==> config.mk <==
export PLATFORM = sky130hd
export DESIGN_NAME = lieat_general_mem_rsp
export DESIGN_NICKNAME = d
export VERILOG_FILES = /design/src/rtl/lieat_general_mem_rsp.sv
export SDC_FILE = /design/constraint.sdc
export NUM_CORES = 1
export LEC_CHECK = 0
export ABC_AREA = 0
export CORE_ASPECT_RATIO = 1.2
export CORE_MARGIN = 4
export CORE_UTILIZATION = 45
export CTS_BUF_LIST = sky130_fd_sc_hd__clkbuf_4 sky130_fd_sc_hd__clkbuf_8
export DETAILED_ROUTE_END_ITERATION = 10
export GPL_TIMING_DRIVEN = 0
export HOLD_SLACK_MARGIN = 0.12
export PLACE_DENSITY_LB_ADDON = 0.3
export REMOVE_ABC_BUFFERS = 1
export SETUP_SLACK_MARGIN = 0.15
export SYNTH_ARGS = -nofsm -noshare
export SYNTH_HDL_FRONTEND = slang
export SYNTH_SLANG_ARGS = --single-unit
==> constraint.sdc <==
create_clock -name clock -period 6.1 [get_ports clock]
set_input_delay 1.525 -clock clock [delete_from_list [all_inputs] [get_ports clock]]
set_output_delay 1.525 -clock clock [all_outputs]
set_load 0.01 [all_outputs]
==> src/rtl/lieat_general_mem_rsp.sv <==
// ----------------------------------------------------------------------------
// lieat_general_mem_rsp
//
// Small single-ported word memory with a valid/ready request channel and a
// valid/ready response channel. Only one transaction is in flight at a time.
// Writes commit at the accept edge with per-byte enables. Reads capture the
// addressed word at the accept edge. Every request produces exactly one
// response LATENCY cycles after it is accepted. Write responses carry zero
// data and rsp_wr=1.
//
// Parameters
//   AW        word-address width; the memory holds 2^AW 32-bit words
//   LATENCY   cycles from accept to rsp_valid, legal range 1..7
//
// Ports
//   clock      single rising-edge clock
//   reset      synchronous, active-high; clears state, response and memory
//   req_valid  request present
//   req_ready  responder idle and able to accept a request
//   req_addr   word address (wraps naturally at 2^AW)
//   req_wen    1 = write, 0 = read
//   req_mask   byte enables for writes, bit3 -> [31:24] ... bit0 -> [7:0]
//   req_wdata  write data
//   rsp_valid  response present
//   rsp_ready  consumer accepts the response
//   rsp_rdata  read data (0 for write responses)
//   rsp_wr     response belongs to a write
// ----------------------------------------------------------------------------
module lieat_general_mem_rsp #(
    parameter int AW      = 4,
    parameter int LATENCY = 2
) (
    input  logic          clock,
    input  logic          reset,
    input  logic          req_valid,
    output logic          req_ready,
    input  logic [AW-1:0] req_addr,
    input  logic          req_wen,
    input  logic [3:0]    req_mask,
    input  logic [31:0]   req_wdata,
    output logic          rsp_valid,
    input  logic          rsp_ready,
    output logic [31:0]   rsp_rdata,
    output logic          rsp_wr
);

    localparam int DEPTH = 1 << AW;

    typedef enum logic [1:0] {
        IDLE = 2'd0,
        WAIT = 2'd1,
        RESP = 2'd2
    } state_t;

    state_t      state_q, state_d;
    logic [2:0]  count_q, count_d;
    logic [31:0] rdata_q, rdata_d;
    logic        wr_q, wr_d;
    logic [31:0] mem_q [DEPTH];
    logic        accept;

    // Ready is a pure decode of the state so the upstream valid never loops
    // back into ready combinationally.
    assign req_ready = (state_q == IDLE);
    assign accept    = req_valid && req_ready;

    assign rsp_valid = (state_q == RESP);
    assign rsp_rdata = rdata_q;
    assign rsp_wr    = wr_q;

    // Next-state logic. The response register is loaded only at accept, so
    // it stays frozen through WAIT and while RESP is stalled by rsp_ready=0.
    // The counter holds the number of WAIT cycles still to go; leaving WAIT
    // happens on the edge where it reads 1.
    always_comb begin
        state_d = state_q;
        count_d = count_q;
        rdata_d = rdata_q;
        wr_d    = wr_q;
        case (state_q)
            IDLE: begin
                if (accept) begin
                    rdata_d = req_wen ? 32'd0 : mem_q[req_addr];
                    wr_d    = req_wen;
                    if (LATENCY <= 1) begin
                        state_d = RESP;
                        count_d = 3'd0;
                    end else begin
                        state_d = WAIT;
                        count_d = 3'(LATENCY - 1);
                    end
                end
            end
            WAIT: begin
                if (count_q == 3'd1) begin
                    state_d = RESP;
                    count_d = 3'd0;
                end else begin
                    count_d = count_q - 3'd1;
                end
            end
            RESP: begin
                if (rsp_ready) begin
                    state_d = IDLE;
                end
            end
            default: begin
                state_d = IDLE;
                count_d = 3'd0;
            end
        endcase
    end

    // Control and response registers. Reset wins over any handshake that
    // happens to coincide with it, which also aborts an in-flight response.
    always_ff @(posedge clock) begin
        if (reset) begin
            state_q <= IDLE;
            count_q <= 3'd0;
            rdata_q <= 32'd0;
            wr_q    <= 1'b0;
        end else begin
            state_q <= state_d;
            count_q <= count_d;
            rdata_q <= rdata_d;
            wr_q    <= wr_d;
        end
    end

    // Memory array. A write commits at the accept edge lane by lane; an
    // all-zero mask still runs the transaction but touches no byte.
    always_ff @(posedge clock) begin
        if (reset) begin
            for (int i = 0; i < DEPTH; i++) begin
                mem_q[i] <= 32'd0;
            end
        end else if (accept && req_wen) begin
            for (int b = 0; b < 4; b++) begin
                if (req_mask[b]) begin
                    mem_q[req_addr][8*b +: 8] <= req_wdata[8*b +: 8];
                end
            end
        end
    end

endmodule

==> impl_metrics.csv <==
group,metric,value,unit
cts,worstSkewPairLatency,0.63,ns
worst_setup_path,timing.critical_path.arrival,4.24,ns
run,maxCapViolations,0,
timing,hold_viol,0,
worst_setup_path,critPathLaunchType,"input port",
worst_setup_path,cp-end-kind,"flop",
synth,ys.warnings.count,0,
routing,drt_first_pass_iters,5,
routing,detailed_route_drc_error_count,0,
timing,timing.slew.headroom,0.106,
finish,drive_above_1_share,0.250,
finish,syn_to_final_growth,12.0,%
floorplanning,initial_core_utilization,0.454,
grt,grt_pass1_wl,87.0,mm
timing,rsz_0062_raised_after_global_routing,"no",
floorplanning,die-height,268,µm
cts,root_buf_cell,"sky130_fd_sc_hd__clkbuf_8",
grt,grt_pass1_vias,14200,
routing,routed_wirelength,58.1,mm
cts,post_cts_resize_count,0,
placement,hpwl_after_detailed_placement,37.0,mm
synth,synth_ff_type,"sky130_fd_sc_hd__edfxtp_1",
synth,synthAdderAreaFrac,0.000985,
floorplanning,fp.dieArea,0.0603,mm²
routing,vias_per_cell,5.39,
hold_path,worst_hold_startpoint,"rsp_rdata[24]",
timing,timing.clock.skew,0.0210,ns
power_and_ir_drop,total_power,0.00796,W
routing,wire_per_inst,23.5,µm
power_and_ir_drop,power_leakage,10.1,nW
floorplanning,die_width,225,µm
synth,yosys_register_bits,550,
routing,drt_iter0_drc,1049,
power_and_ir_drop,irDropWorstVdd,132,µV
hold_path,hold-path-cell-count,2,
synth,synth_largest_type_area_fraction,0.605,
synth,synth_top_family_by_area,"simple AND/OR/NAND/NOR gates",
grt,gr-total-overflow,0,
cts,post_cts_hold_buffer_count,0,
cts,cts.sink_count,550,
cts,numCtsBuffers,82,
routing,final_antenna_net_count,0,
synth,asr_flop_ratio_synth,0,
floorplanning,num_rows,95,
synth,yosys.cell_types.count,42,
worst_setup_path,r2r_start,"state_q[0]",
synth,synth_area,0.0254,mm²
timing,max_freq,0.255,GHz
worst_setup_path,worst_ep_required_time,6.41,ns
placement,gp_routability_congestion,0.754,
cts,postCtsSetupRepairBufs,0,
grt,grt_antenna_before_repair,2,
worst_setup_path,reg2regPathDepth,4,
cts,clk_pin_slew,0.06,ns
floorplanning,core-area,0.0560,mm²
routing,dr_total_vias,13400,
placement,port_buffers,79,
timing,worst_hold_slack,0.465,ns
timing,period_share,0.644,
synth,yosys.area_share.xor_xnor,0,
finish,nNetsFinal,1728,
timing,worst_pin_slew,1.34,ns
timing,timing.final.crit_period,3.93,ns
timing,endpoints_failing_setup,0,
power_and_ir_drop,cellPowerDensity,280,mW/mm²
synth,synth-simple-area-share,0.181,
worst_setup_path,origin_of_the_worst_setup_path,"req_valid",
floorplanning,boundaryPins,80,
synth,synth_edf_count,512,
synth,ys_top_cells_by_area,"sky130_fd_sc_hd__edfxtp_1 (61%), sky130_fd_sc_hd__and2_1 (13%), sky130_fd_sc_hd__mux4_2 (11%), sky130_fd_sc_hd__dfxtp_1 (3.0%), sky130_fd_sc_hd__nor2_4 (1.6%)",
hold_path,timing.hold.worst.class,"reg -> reg",
timing,max_slew_violations,0,
cts,htree_num_levels,3,
cts,tritoncts,"built",
grt,largest_net_degree_at_the_start_of_global_routing,80,
worst_setup_path,timing_worst_setup_path_type,"in -> reg",
worst_setup_path,cp_max_fo,16,
synth,synth-seq-area-share,0.635,
cts,max-clock-path-buffers,3,
synth,synth-compound-area-share,0.0325,
grt,gr-usage-all-layers,0.193,
synth,synth.avg_cell_area,15.8,µm²
synth,synthCells,1605,
synth,largest_area_contributor_in_the_synthesized_netlist,"sky130_fd_sc_hd__edfxtp_1",
outcome,outcome,"completed",
synth,synth_mux_area_frac,0.127,
[area by class of cell]
cell class,instances,area [µm²]
well taps,727,910
multi-input cells,955,8690
repair buffers,87,987
fillers,4577,27500
flip-flops and latches,550,16100
clock buffers,128,1540
clock inverters,23,158
diodes,2,5.00
inverters,5,18.8
[routing by layer]
layer	GRT usage	vias to the layer above	part of all wire
li1	-	6078	-
met1	0.252	6856	0.41
met2	0.333	339	0.52
met3	0.0321	86	0.049
met4	0.0626	0	0.025
met5	0	-	0
[report_power, final]
part	switching, W	leakage (nW)	internal (W)
clock network	0.00140	0.898	0.00169
logic	0.000329	3.69	0.000229
registers	0.0000467	5.49	0.00426
[synthesized netlist by cell type, drive strengths merged, types with 10 or more instances]
library cell  number
a22oi             33
buf               44
edfxtp           512
mux4             128
or2               64
dfxtp             38
nand3             10
clkbuf            51
nand2             42
and2             512
o211ai            32
nor2              77
mux2i             33
[critical path, stage by stage]
cell and delay, ns:
sky130_fd_sc_hd__clkdlybuf4s50_1 0.54, sky130_fd_sc_hd__nor3b_4 0.60, sky130_fd_sc_hd__nand3_4 0.48, sky130_fd_sc_hd__nor2_1 0.69
sky130_fd_sc_hd__or2_2 0.39
[state kept, by name, indices dropped and copies added (netlist names)]
name and count:
rsp_wr 1, count_q 3, rsp_rdata 32, mem_q 512
state_q 2
[worst paths after layout]
kind,to,slack (ns)
worst max-delay path,mem_q[7][3],2.17
worst min-delay path,rsp_rdata[24],0.47
worst max register to register,mem_q[7][3],3.17
worst min register to register,rsp_rdata[24],0.47
[through the flow]
step | cells | area [µm²] | utilization | setup WS [ns] | setup TNS (ns)
after global placement | 2316 | 26500 | 0.474 | -8.71 | -6271.67
final | 2477 | 28400 | 0.508 | 2.17 | 0
after CTS | 2475 | 28400 | 0.508 | 2.22 | 0
after floorplan | 1510 | 24800 | - | 2.58 | 0
after detailed placement | 2324 | 26700 | 0.478 | 1.55 | 0
after global routing | 2476 | 28400 | 0.508 | 2.08 | 0
[layout by cell type (no fill, tap or decap), types with 2 or more instances in the layout]
cell                                n
sky130_fd_sc_hd__clkbuf_4          36
sky130_fd_sc_hd__bufinv_16          2
sky130_fd_sc_hd__nand3_4            4
sky130_fd_sc_hd__edfxtp_1         512
sky130_fd_sc_hd__buf_12             3
sky130_fd_sc_hd__clkinvlp_4         3
sky130_fd_sc_hd__o211ai_1           2
sky130_fd_sc_hd__nor2_8             3
sky130_fd_sc_hd__a21oi_1            2
sky130_fd_sc_hd__clkbuf_8          92
sky130_fd_sc_hd__buf_16             5
sky130_fd_sc_hd__nor2_1            31
sky130_fd_sc_hd__nor3_1             2
sky130_fd_sc_hd__nor2b_1            6
sky130_fd_sc_hd__clkinv_2           6
sky130_fd_sc_hd__nand3_1            6
sky130_fd_sc_hd__diode_2            2
sky130_fd_sc_hd__o211ai_2          30
sky130_fd_sc_hd__dfxtp_1           38
sky130_fd_sc_hd__inv_1              5
sky130_fd_sc_hd__ha_1               2
sky130_fd_sc_hd__nor2_4            38
sky130_fd_sc_hd__mux4_2           128
sky130_fd_sc_hd__clkinv_1          12
sky130_fd_sc_hd__or2_2             42
sky130_fd_sc_hd__nand2_1           41
sky130_fd_sc_hd__or2_1             22
sky130_fd_sc_hd__a22oi_1            2
sky130_fd_sc_hd__and2_1           512
sky130_fd_sc_hd__a22oi_2           31
sky130_fd_sc_hd__mux2i_1           33
sky130_fd_sc_hd__nor2_2             5
sky130_fd_sc_hd__clkdlybuf4s50_1   75
[logic make-up after synthesis]
kind of cell / after synthesis
DFF: 550
AOI/OAI and AO/OA: 70
muxes: 162
buffers and inverters: 100
adders and majority gates: 2
and+or+nand+nor: 721
Note: power is estimated with default switching activity, not from simulation.
